File: src/rtl/decode_pkg.sv
// decode_pkg
//   Shared types and constants for the decode stage:
//   - RV32I base opcode constants (the nine opcodes the decoder accepts)
//   - write_data / alu_op encodings carried in each micro-op
//   - uop_t: decoded per-lane fields, excluding the PC. The PC width is a
//     parameter of the stage, so each lane slice is laid out as
//     {pc[PC_W-1:0], uop_t} by the modules that use it.
//   - immediate extraction and popcount helpers
package decode_pkg;

  localparam logic [6:0] OPC_LUI    = 7'b0110111;
  localparam logic [6:0] OPC_AUIPC  = 7'b0010111;
  localparam logic [6:0] OPC_JAL    = 7'b1101111;
  localparam logic [6:0] OPC_JALR   = 7'b1100111;
  localparam logic [6:0] OPC_BRANCH = 7'b1100011;
  localparam logic [6:0] OPC_LOAD   = 7'b0000011;
  localparam logic [6:0] OPC_STORE  = 7'b0100011;
  localparam logic [6:0] OPC_OPIMM  = 7'b0010011;
  localparam logic [6:0] OPC_OP     = 7'b0110011;

  // Register write-back source
  localparam logic [1:0] WD_ALU = 2'd0;
  localparam logic [1:0] WD_MEM = 2'd1;
  localparam logic [1:0] WD_PC4 = 2'd2;

  // ALU operation class; the execute stage refines OP/OP-IMM with funct3/funct7
  localparam logic [1:0] ALU_ADD   = 2'd0;
  localparam logic [1:0] ALU_BR    = 2'd1;
  localparam logic [1:0] ALU_OP    = 2'd2;
  localparam logic [1:0] ALU_OPIMM = 2'd3;

  typedef struct packed {
    logic [31:0] imm;
    logic        branch;
    logic        mem_read;
    logic [1:0]  write_data;
    logic [1:0]  alu_op;
    logic        mem_write;
    logic        alu_src_imm;
    logic        reg_write;
    logic        alu_src_pc;
    logic        jump;
    logic [2:0]  load_size;   // {sign_extend, log2(bytes)}
    logic [4:0]  rs1;
    logic [4:0]  rs2;
    logic [4:0]  rd;
    logic        illegal;
  } uop_t;

  localparam int UOP_CORE_W = $bits(uop_t);

  function automatic logic [31:0] imm_i(input logic [31:0] insn);
    return {{20{insn[31]}}, insn[31:20]};
  endfunction

  function automatic logic [31:0] imm_s(input logic [31:0] insn);
    return {{20{insn[31]}}, insn[31:25], insn[11:7]};
  endfunction

  function automatic logic [31:0] imm_b(input logic [31:0] insn);
    return {{19{insn[31]}}, insn[31], insn[7], insn[30:25], insn[11:8], 1'b0};
  endfunction

  function automatic logic [31:0] imm_u(input logic [31:0] insn);
    return {insn[31:12], 12'h000};
  endfunction

  function automatic logic [31:0] imm_j(input logic [31:0] insn);
    return {{11{insn[31]}}, insn[31], insn[19:12], insn[20], insn[30:21], 1'b0};
  endfunction

  function automatic logic [2:0] popcount4(input logic [3:0] m);
    return 3'(m[0]) + 3'(m[1]) + 3'(m[2]) + 3'(m[3]);
  endfunction

endpackage

File: src/rtl/decode_lane.sv
// decode_lane
//   Combinational single-instruction decoder for one lane, including the
//   illegal-opcode check and the lane-occupancy mask.
//   Ports:
//     insn_i       raw 32-bit instruction
//     pc_i         PC of this instruction
//     lane_valid_i lane occupied; when 0 every decoded field is forced to 0
//     uop_o        {pc, uop_t} for this lane
module decode_lane
  import decode_pkg::*;
#(
  parameter int PC_W = 32
) (
  input  logic [31:0]              insn_i,
  input  logic [PC_W-1:0]          pc_i,
  input  logic                     lane_valid_i,
  output logic [PC_W+UOP_CORE_W-1:0] uop_o
);

  uop_t dec;
  logic legal;

  always_comb begin
    dec   = '0;
    legal = 1'b0;
    if (insn_i[1:0] == 2'b11) begin
      legal   = 1'b1;
      dec.rs1 = insn_i[19:15];
      dec.rs2 = insn_i[24:20];
      dec.rd  = insn_i[11:7];
      case (insn_i[6:0])
        OPC_LUI: begin
          // LUI is issued as x0 + imm so the ALU path is shared with AUIPC
          dec.imm         = imm_u(insn_i);
          dec.rs1         = '0;
          dec.alu_src_imm = 1'b1;
          dec.reg_write   = 1'b1;
          dec.alu_op      = ALU_ADD;
          dec.write_data  = WD_ALU;
        end
        OPC_AUIPC: begin
          dec.imm         = imm_u(insn_i);
          dec.alu_src_pc  = 1'b1;
          dec.alu_src_imm = 1'b1;
          dec.reg_write   = 1'b1;
          dec.alu_op      = ALU_ADD;
          dec.write_data  = WD_ALU;
        end
        OPC_JAL: begin
          // ALU forms the target (pc + imm); rd receives pc + 4
          dec.imm         = imm_j(insn_i);
          dec.jump        = 1'b1;
          dec.alu_src_pc  = 1'b1;
          dec.alu_src_imm = 1'b1;
          dec.reg_write   = 1'b1;
          dec.alu_op      = ALU_ADD;
          dec.write_data  = WD_PC4;
        end
        OPC_JALR: begin
          dec.imm         = imm_i(insn_i);
          dec.jump        = 1'b1;
          dec.alu_src_imm = 1'b1;
          dec.reg_write   = 1'b1;
          dec.alu_op      = ALU_ADD;
          dec.write_data  = WD_PC4;
        end
        OPC_BRANCH: begin
          dec.imm    = imm_b(insn_i);
          dec.branch = 1'b1;
          dec.alu_op = ALU_BR;
        end
        OPC_LOAD: begin
          dec.imm         = imm_i(insn_i);
          dec.mem_read    = 1'b1;
          dec.alu_src_imm = 1'b1;
          dec.reg_write   = 1'b1;
          dec.alu_op      = ALU_ADD;
          dec.write_data  = WD_MEM;
          // funct3[2] marks the unsigned variants; low bits give the size
          dec.load_size   = {~insn_i[14], insn_i[13:12]};
        end
        OPC_STORE: begin
          dec.imm         = imm_s(insn_i);
          dec.mem_write   = 1'b1;
          dec.alu_src_imm = 1'b1;
          dec.alu_op      = ALU_ADD;
        end
        OPC_OPIMM: begin
          dec.imm         = imm_i(insn_i);
          dec.alu_src_imm = 1'b1;
          dec.reg_write   = 1'b1;
          dec.alu_op      = ALU_OPIMM;
          dec.write_data  = WD_ALU;
        end
        OPC_OP: begin
          dec.reg_write  = 1'b1;
          dec.alu_op     = ALU_OP;
          dec.write_data = WD_ALU;
        end
        default: legal = 1'b0;
      endcase
    end

    // An illegal instruction carries no side effects, only the flag
    if (!legal) begin
      dec         = '0;
      dec.illegal = 1'b1;
    end

    if (!lane_valid_i) begin
      dec = '0;
    end
  end

  assign uop_o = {pc_i, dec};

endmodule

File: src/rtl/decode_stage.sv
// decode_stage
//   Decodes DECODE_WIDTH instructions per cycle and buffers the decoded
//   bundles in a DEPTH-entry circular buffer in front of rename.
//   Ports:
//     clk, rst_n      clock, asynchronous active-low reset
//     flush           drop all buffered bundles and the current input bundle
//     in_valid/in_ready        fetch-side handshake
//     in_insn, in_pc, in_lane_valid  per-lane instruction, PC, occupancy (lane 0 oldest)
//     out_valid/out_ready      rename-side handshake
//     out_uop         per-lane {pc, uop_t} of the head bundle
//     out_lane_valid  per-lane occupancy of the head bundle
//     out_count       number of occupied lanes in the head bundle
module decode_stage
  import decode_pkg::*;
#(
  parameter int DECODE_WIDTH = 2,
  parameter int DEPTH        = 2,
  parameter int PC_W         = 32,
  localparam int UOP_W       = UOP_CORE_W + PC_W,
  localparam int CNT_W       = $clog2(DECODE_WIDTH + 1)
) (
  input  logic                          clk,
  input  logic                          rst_n,
  input  logic                          flush,
  input  logic                          in_valid,
  output logic                          in_ready,
  input  logic [DECODE_WIDTH*32-1:0]    in_insn,
  input  logic [DECODE_WIDTH*PC_W-1:0]  in_pc,
  input  logic [DECODE_WIDTH-1:0]       in_lane_valid,
  output logic                          out_valid,
  input  logic                          out_ready,
  output logic [DECODE_WIDTH*UOP_W-1:0] out_uop,
  output logic [DECODE_WIDTH-1:0]       out_lane_valid,
  output logic [CNT_W-1:0]              out_count
);

  localparam int PTR_W = $clog2(DEPTH);
  localparam logic [PTR_W:0] DEPTH_CNT = (PTR_W + 1)'(DEPTH);

  logic [DECODE_WIDTH*UOP_W-1:0] dec_bundle;

  // Buffer payload: written on push only, never reset
  logic [DECODE_WIDTH*UOP_W-1:0] buf_uop_q  [DEPTH];
  logic [DECODE_WIDTH-1:0]       buf_mask_q [DEPTH];

  logic [PTR_W-1:0] head_q, head_d;
  logic [PTR_W-1:0] tail_q, tail_d;
  logic [PTR_W:0]   count_q, count_d;

  logic push, pop;
  logic [3:0] head_mask4;

  function automatic logic [PTR_W-1:0] ptr_inc(input logic [PTR_W-1:0] p);
    if (p == PTR_W'(DEPTH - 1)) return '0;
    return p + 1'b1;
  endfunction

  for (genvar g = 0; g < DECODE_WIDTH; g++) begin : g_lane
    decode_lane #(
      .PC_W (PC_W)
    ) u_lane (
      .insn_i       (in_insn[g*32 +: 32]),
      .pc_i         (in_pc[g*PC_W +: PC_W]),
      .lane_valid_i (in_lane_valid[g]),
      .uop_o        (dec_bundle[g*UOP_W +: UOP_W])
    );
  end

  // in_ready looks only at occupancy so it never forms a path from out_ready
  assign in_ready  = (count_q < DEPTH_CNT);
  assign out_valid = (count_q != '0);

  // An all-empty bundle is handshaken but not stored
  assign push = in_valid && in_ready && !flush && (in_lane_valid != '0);
  assign pop  = out_valid && out_ready && !flush;

  always_comb begin
    head_d  = head_q;
    tail_d  = tail_q;
    count_d = count_q;
    if (flush) begin
      head_d  = '0;
      tail_d  = '0;
      count_d = '0;
    end else begin
      if (push) tail_d = ptr_inc(tail_q);
      if (pop)  head_d = ptr_inc(head_q);
      if (push && !pop)      count_d = count_q + 1'b1;
      else if (pop && !push) count_d = count_q - 1'b1;
    end
  end

  always_ff @(posedge clk or negedge rst_n) begin
    if (!rst_n) begin
      head_q  <= '0;
      tail_q  <= '0;
      count_q <= '0;
    end else begin
      head_q  <= head_d;
      tail_q  <= tail_d;
      count_q <= count_d;
    end
  end

  always_ff @(posedge clk) begin
    if (push) begin
      buf_uop_q[tail_q]  <= dec_bundle;
      buf_mask_q[tail_q] <= in_lane_valid;
    end
  end

  // Head entry drives the outputs directly, so they hold while stalled
  assign out_uop        = buf_uop_q[head_q];
  assign out_lane_valid = buf_mask_q[head_q];
  assign head_mask4     = 4'(out_lane_valid);
  assign out_count      = CNT_W'(popcount4(head_mask4));

endmodule

File: config.mk
export PLATFORM = sky130hd
export DESIGN_NAME = decode_stage
export DESIGN_NICKNAME = d
export VERILOG_FILES = /design/src/rtl/decode_pkg.sv /design/src/rtl/decode_lane.sv /design/src/rtl/decode_stage.sv
export SDC_FILE = /design/constraint.sdc
export NUM_CORES = 1
export LEC_CHECK = 0
export BUFFER_PORTS_ARGS = -buffer_cell sky130_fd_sc_hd__clkbuf_2
export CAP_MARGIN = 40
export CELL_PAD_IN_SITES_DETAIL_PLACEMENT = 0
export CELL_PAD_IN_SITES_GLOBAL_PLACEMENT = 1
export CORE_UTILIZATION = 31
export CTS_CLUSTER_SIZE = 40
export DETAILED_ROUTE_END_ITERATION = 10
export PLACE_DENSITY = 0.7
export SYNTH_ARGS = -nofsm -noshare
export SYNTH_HDL_FRONTEND = slang
export SYNTH_SLANG_ARGS = --single-unit
File: constraint.sdc
create_clock -name clk -period 14.51 [get_ports clk]
set_clock_uncertainty 0.05 [all_clocks]
set_input_delay 2.1765 -clock clk [delete_from_list [all_inputs] [get_ports clk]]
set_output_delay 2.1765 -clock clk [all_outputs]
set_load 0.005 [all_outputs]
==> metrics.md, run 1 <==
| Metric | Value |
|---|---|
| DRT antenna net count | `0` |
| Grt ovf | `0` |
| Sink Count | `380` |
| Required @ worst endpoint | `12280 ps` |
| Asr flop ratio synth | `1.053%` |
| Cts hold-fix bufs | `0` |
| Pwr Total | `2871 uW` |
| Period minus WS final | `4893 ps` |
| Post-Route Setup TNS | `0 ps` |
| CTS tree | `done` |
| PD cells | `148.0 nW/um^2` |
| Post-synthesis xor/xnor area fraction | `0.2264%` |
| Mux share of post-synthesis cell area | `13.81%` |
| IO Port Bufs | `328` |
| Initial antenna violation count | `4` |
| Commonest non-fill, non-tap cell in the layout | `edfxtp_1` |
| CP max-delay cell | `dfrtp_4` |
| Max_cap viols | `0` |
| Total setup buffers inserted after CTS | `0` |
| CP Class | `register to primary output` |
| Nets@finish | `1380` |
| Fraction of layout cells with a size suffix above 1 | `48.36%` |
| CTS H-tree depth | `2` |
| Crit end category | `primary output` |
| Iteration-0 DRC Markers | `564` |
| R2r endpoint | `buf_uop_q[1][4]$_DFFE_PP_` |
| Main combinational cell family by area after synthesis | `multiplexers` |
| Post-CTS resize count | `0` |
| Worst-path fanout max | `49` |
| Clk buf depth | `3` |
| Critical Path Most Common Cell | `buf_16` |
| RR Startpoint | `count_q[1]$_DFFE_PN0P_` |
| Lkg Pwr | `0.007105 uW` |
| Slew @ Worst Pin | `833.4 ps` |
| Min-Delay Path Depth | `2` |
| Post-Syn Area | `15470 um^2` |
| Synth top area share | `72.96%` |
| Final GP Congestion | `0.7746` |
| Die Height | `225.4 um` |
| Leading area contributor after synthesis | `edfxtp_1` |
| Worst path cell trace | `buf_16, buf_4, buf_16, mux2_2, clkbuf_2` |
| WL/cell | `18.81 um` |
| RSZ-0062 raised after global routing | `no` |
| Remaining DRCs | `0` |
| Clock Latency Late Sink | `570 ps` |
| Compound-Gate Fraction of Synth Area | `3.841%` |
| Most frequent cells in the layout | `376 x edfxtp_1, 328 x clkbuf_2, 188 x mux2_2, 44 x clkbuf_16, 39 x nand2_1` |
| Primary FF master, synth | `edfxtp_1` |
| Vias/cell | `4.685` |
| Status | `finished clean` |
| 1st-pass router iterations | `5` |
| Total core area | `49050 um^2` |
| Inserted Clock Buffers | `43` |
| Fin. max-slew vios | `0` |
| EDFF count, synth | `376` |
| Top cells by area, synth | `edfxtp_1 73%, mux2_2 14%, a21oi_1 1.1%` |
| Area grow syn2layout | `25.36%` |
| Critical path startpoint category | `register` |
| Simple-gate share of the synthesized area | `6.557%` |
| Worst hold endpoint | `count_q[1]$_DFFE_PN0P_` |
| Die width | `225.4 um` |
| Crit path DAT | `2670 ps` |
| Routed WL | `36610 um` |
| Fmax achieved | `0.2044 GHz` |
| Worst hold path type | `register to register` |
| Setup violators final | `0` |
| Synth Instances | `903` |
| Starting Density | `31.55%` |
| Unique masters post-synth | `60` |
| Post-route clock period utilization | `33.72%` |
| Die area | `50820 um^2` |
| Critical Path Max Stage Delay | `570 ps` |
| Adder-cell share of the synthesized area | `0.08085%` |
| DP Wirelength | `24950 um` |
| Vias in the first global route | `9247` |
| Seq/Total Area, Yosys | `73.61%` |
| Largest net degree at the start of global routing | `57` |
| Cell count of the worst reg-to-reg path | `6` |
| Setup slack, reg-to-reg | `11530 ps` |
| Tot GR Track Use | `14.12%` |
| Root buf cell | `clkbuf_16` |
| Final Hold Fails | `0` |
| Detailed-route via count | `9117` |
| FP Rows | `81` |
| Peak supply drop | `0.00008263 V` |
| Post-synthesis average cell area | `17.14 um^2` |
| Ports | `329` |
| First-pass GRT wire length | `54450 um` |
| Clk pin slew, worst setup/hold paths | `60 ps` |
| Hold Crit Start | `count_q[1]$_DFFE_PN0P_` |
| Flops & latches, synth | `380` |
| Worst slew margin | `44.39%` |
| Post-synth net total | `1039` |
| Synth warnings | `0` |
synthesized netlist by cell type (2+ instances only):
cell type / count
edfxtp_1: 376
mux2_2: 188
nand2_1: 39
nor2_1: 38
a21oi_1: 34
buf_2: 28
and2_1: 27
o21ai_0: 21
and3_1: 18
clkbuf_1: 14
a22oi_1: 11
nand3_1: 11
nor3_1: 10
inv_1: 8
nor4_1: 5
buf_4: 4
dfrtp_1: 4
or3_1: 4
clkbuf_2: 3
nand2b_1: 3
nand3b_1: 3
nor2b_1: 3
nor3b_1: 3
o2111ai_1: 3
xor2_1: 3
a21boi_0: 2
buf_6: 2
mux2i_1: 2
nand4b_1: 2
o21a_1: 2
or2_1: 2
or2_2: 2
through the flow:
stage	cell area (um^2)	instances	utilization [%]	setup WS [ps]	hold WS [ps]
finish	19400	1946	39.55	9617	539.0
global route	19400	1946	39.55	9463	570.0
CTS	19390	1942	39.53	9542	543.8
detailed placement	17990	1863	36.67	9251	536.9
global placement	17790	1854	36.26	9204	517.2
floorplan	15480	903	-	3870	484.6
area by class of cell:
cell class / count / area, um^2
diodes: 4 / 10.01
repair buffers: 347 / 1917
well taps: 664 / 830.8
clock buffers: 53 / 1135
inverters: 8 / 30.03
multi-input cells: 464 / 3816
flip-flops and latches: 380 / 11390
clock inverters: 26 / 266.5
fillers: 4655 / 29650
how the worst max path moves through the flow:
stage                                  start                          end  slack (ps)  depth (start not counted)
final                     head_q$_DFFE_PN0P_                  out_uop[45]        9620                          5
after floorplan             in_lane_valid[1]   buf_mask_q[1][0]$_DFFE_PP_        3870                          3
after CTS                 head_q$_DFFE_PN0P_                  out_uop[45]        9540                          5
after global routing      head_q$_DFFE_PN0P_                  out_uop[60]        9460                          5
after global placement      in_lane_valid[1]  buf_uop_q[1][182]$_DFFE_PP_        9200                          5
after detailed placement    in_lane_valid[1]  buf_uop_q[1][172]$_DFFE_PP_        9250                          6
registers in the layout (all words and copies together), names as in the netlist:
register and cells:
buf_mask_q 4, tail_q 1, head_q 1, buf_uop_q 372
count_q 2
routing by layer:
metal  global-route usage, %  part of all wire [%]  vias up
met5                       0                     0        -
met4                   6.627                   4.1        0
met3                   3.625                   6.1       79
met2                   22.90                    48      258
met1                   17.60                    42     4592
li1                        -                     -     4188
worst max-delay path: cells and delay by family (launching register included):
kind                   cells  cell delay [ps]
buffers and inverters      4             1040
flip-flops                 1              570
multiplexers               1              390
report_power, final:
group / switching [uW] / leakage, uW / internal (uW) / total [uW]
Sequential: 17.8 / 0.00363 / 1260 / 1280
Clock: 432 / 0.000687 / 646 / 1080
Combinational: 257 / 0.00279 / 256 / 513
cells by family (layout without fill, tap and decap cells):
logic type | Yosys count | count (layout)
flip-flops | 380 | 380
multiplexers | 190 | 190
AND/OR/NAND/NOR | 182 | 182
AO/OA/AOI/OAI | 87 | 87
buffers and inverters | 59 | 434
XOR/XNOR | 4 | 4
adder cells (fa/ha/maj) | 1 | 1
other | 0 | 4
Note: power is estimated with default switching activity, not from simulation.
==> run 2, diff against run 1 <==
- ABC_AREA: default -> 1
- PLACE_DENSITY: 0.7 -> 0.71
- clock period: 14.51 -> 4.89 ns (I/O delays scaled with it)
==> run 2 against run 1 <==
Critical path depth grew 1. Largest cell class unchanged. Sequential share of layout area grew 0.50 points. Cell area shrank 0.85%. Clock power grew to 2.7 times the previous value. Cell count grew 25%. Via count grew 18%. Total power grew to 3.0 times the previous value. Synthesized cell count grew 55%. Sequential power grew to 3.1 times the previous value.
==> metrics.md, run 2 <==
| Metric | Value |
|---|---|
| Final design instance area without fill | `19230 um^2` |
| Commonest non-fill, non-tap cell in the layout | `nand2_1` |
| Post-route clock period utilization | `74.73%` |
| Die area | `50820 um^2` |
| Worst slew margin | `43.63%` |
| Synth top area share | `72.96%` |
| Post-CTS resize count | `0` |
| Crit path depth | `6` |
| CTS H-tree depth | `2` |
| Starting Density | `31.55%` |
| Grt ovf | `0` |
| Worst Setup EP | `out_count[1]` |
| Lkg Pwr | `0.008223 uW` |
| Primary FF master, synth | `edfxtp_1` |
| Status | `finished clean` |
| FP Rows | `81` |
| Clk pin slew, worst setup/hold paths | `60 ps` |
| Top cells by area, synth | `edfxtp_1 73%, nand2_1 17%, nor2_1 2.7%` |
| Fraction of layout cells with a size suffix above 1 | `23.67%` |
| Largest regs | `buf_uop_q: 372 flops, buf_mask_q: 4 flops, count_q: 2 flops` |
| Iteration-0 DRC Markers | `757` |
| Adder-cell share of the synthesized area | `0.08085%` |
| Slew @ Worst Pin | `845.6 ps` |
| Worst path cell trace | `buf_4, buf_16, nand2_1, nand2_1, ha_1, clkbuf_2` |
| Root buf cell | `clkbuf_16` |
| Crit end category | `primary output` |
| Tot GR Track Use | `15.21%` |
| Critical path startpoint category | `register` |
| Final GP Congestion | `0.7959` |
| IO Port Bufs | `328` |
| Largest net degree at the start of global routing | `122` |
| Main combinational cell family by area after synthesis | `simple AND/OR/NAND/NOR gates` |
| Fmax achieved | `0.2736 GHz` |
| Top delay family on crit path | `buffers and inverters` |
| Area grow syn2layout | `24.29%` |
| Clk buf depth | `3` |
| WL/cell | `16.11 um` |
| Post-synth top cells | `692 x nand2_1, 376 x edfxtp_1, 110 x nor2_1, 61 x inv_1, 44 x a21oi_1` |
| Detailed-route via count | `10.77k` |
| Compound-Gate Fraction of Synth Area | `2.183%` |
| Synth warnings | `0` |
| Remaining DRCs | `0` |
| EDFF count, synth | `376` |
| Nets@finish | `1867` |
| Count leader, synth | `nand2_1` |
| Ports | `329` |
| Seq/Total Area, Yosys | `73.60%` |
| Asr flop ratio synth | `1.053%` |
| DRT antenna net count | `0` |
| CTS tree | `done` |
| R2r endpoint | `buf_uop_q[0][119]$_DFFE_PP_` |
| Leading area contributor after synthesis | `edfxtp_1` |
| Fin. max-slew vios | `0` |
| Simple-gate share of the synthesized area | `20.93%` |
| Synth Instances | `1402` |
| Final Hold Fails | `0` |
| Period minus WS final | `3654 ps` |
| Vias/cell | `4.435` |
| Critical path origin | `head_q$_DFFE_PN0P_` |
| WP buf/inv | `3` |
| Most flop-heavy register | `buf_uop_q` |
| Post-synth net total | `1538` |
| Worst-path fanout max | `63` |
| Inserted Clock Buffers | `42` |
| Die Height | `225.4 um` |
| Cell count of the worst reg-to-reg path | `4` |
| Critical Path Most Common Cell | `nand2_1` |
| Flops & latches, synth | `380` |
| Setup violators final | `0` |
| First-pass GRT wire length | `58730 um` |
| Max_cap viols | `0` |
| Clock Latency Late Sink | `540 ps` |
| Sink Count | `380` |
| Most frequent cells in the layout | `692 x nand2_1, 376 x edfxtp_1, 328 x clkbuf_2, 108 x nor2_1, 61 x inv_1` |
| Unique masters post-synth | `27` |
| CP Class | `register to primary output` |
| PD cells | `451.0 nW/um^2` |
| Critical Path Max Stage Delay | `790 ps` |
| DP Wirelength | `26380 um` |
| Total setup buffers inserted after CTS | `0` |
| Crit path DAT | `2870 ps` |
| Initial antenna violation count | `3` |
| Required @ worst endpoint | `4110 ps` |
| Largest register FFs | `372` |
| Vias in the first global route | `10.34k` |
| Worst hold path type | `primary input to register` |
| Setup slack, reg-to-reg | `2750 ps` |
| 1st-pass router iterations | `6` |
| RR Startpoint | `count_q[1]$_DFFE_PN0P_` |
| Die width | `225.4 um` |
| Total core area | `49050 um^2` |
| CP max-delay cell | `dfrtp_4` |
| Post-synthesis xor/xnor area fraction | `0%` |
| Routed WL | `39110 um` |
| Peak supply drop | `0.0003329 V` |
| Area after DPL | `17930 um^2` |
| Post-Syn Area | `15480 um^2` |
| RSZ-0062 raised after global routing | `no` |
| Post-synthesis average cell area | `11.04 um^2` |
| Mux share of post-synthesis cell area | `0%` |
| Post-Route Setup TNS | `0 ps` |
## run 2: cell types whose count changed after synthesis, sizes merged, moves of 24 or more
cell / previous run / this run
and2: 28 / 0
nand2: 39 / 699
mux2: 188 / 0
clkbuf: 17 / 41
nor2: 38 / 115
inv: 8 / 64
## run 2: where the power goes
group	total (uW)	internal, uW	leakage [uW]	switching, uW
combinational	1820	637	0.00415	1180
clock	2950	1710	0.000622	1230
sequential	3910	3820	0.00345	90.8
total	8670	6170	0.00822	2500
## run 2: kinds of logic (layout without fill, tap and decap cells)
group                      after synthesis  after routing
adders and majority gates                1              1
other                                    0              2
and+or+nand+nor                        838            838
DFF                                    380            380
AOI/OAI and AO/OA                       62             62
buffers and inverters                  121            481
## run 2: area by class of cell
type	count	area [um^2]
multi-input combinational	901	3605
fill	4855	29820
clock inverter	24	181.4
antenna	2	5.005
timing repair buffer	342	1867
sequential	380	11390
clock buffer	51	1106
tap	664	830.8
inverter	64	245.2
## run 2: worst min path at each step
stage                                      start  slack (ps)  cells past startpoint                     endpoint
after detailed placement  count_q[1]$_DFFE_PN0P_         450                      2       count_q[1]$_DFFE_PN0P_
final                                  in_pc[29]         310                      1   buf_uop_q[0][91]$_DFFE_PP_
after global routing                   in_pc[34]         280                      1  buf_uop_q[1][158]$_DFFE_PP_
after floorplan                            rst_n         390                      0       count_q[0]$_DFFE_PN0P_
after CTS                              in_pc[24]         270                      1   buf_uop_q[1][86]$_DFFE_PP_
after global placement    count_q[1]$_DFFE_PN0P_         440                      2       count_q[1]$_DFFE_PN0P_
## run 2: per-layer routing
layer	part of all wire, %	vias up	global-route usage, %
li1	-	5276	-
met1	42	5076	19.16
met2	47	354	24.38
met3	8.9	61	4.993
met4	2.6	0	5.420
met5	0	-	0
## run 2: worst reg2reg max path: stages, from the launching register on
cell and delay (ps):
dfrtp_1 370, inv_1 130, nand4_1 320, nor2_4 220
buf_12 420
## run 2: per-stage QoR
stage	util [%]	hold slack [ps]	setup WS [ps]	total power [uW]	std cells
floorplan	-	387.9	-1618	4883	1402
global placement	36.33	443.5	1523	5800	2346
detailed placement	36.56	451.9	1775	5844	2350
CTS	39.20	271.7	1151	8813	2426
global route	39.21	285.0	1056	9144	2427
finish	39.21	313.6	1236	8674	2428
## run 2: what timing repair did
| item | 4_1_cts | 5_1_grt |
|---|---|---|
| setup endpoints to repair | 0 | 0 |
| endpoints found under the hold margin | 4 | 0 |
| hold buffers | 1 | 0 |
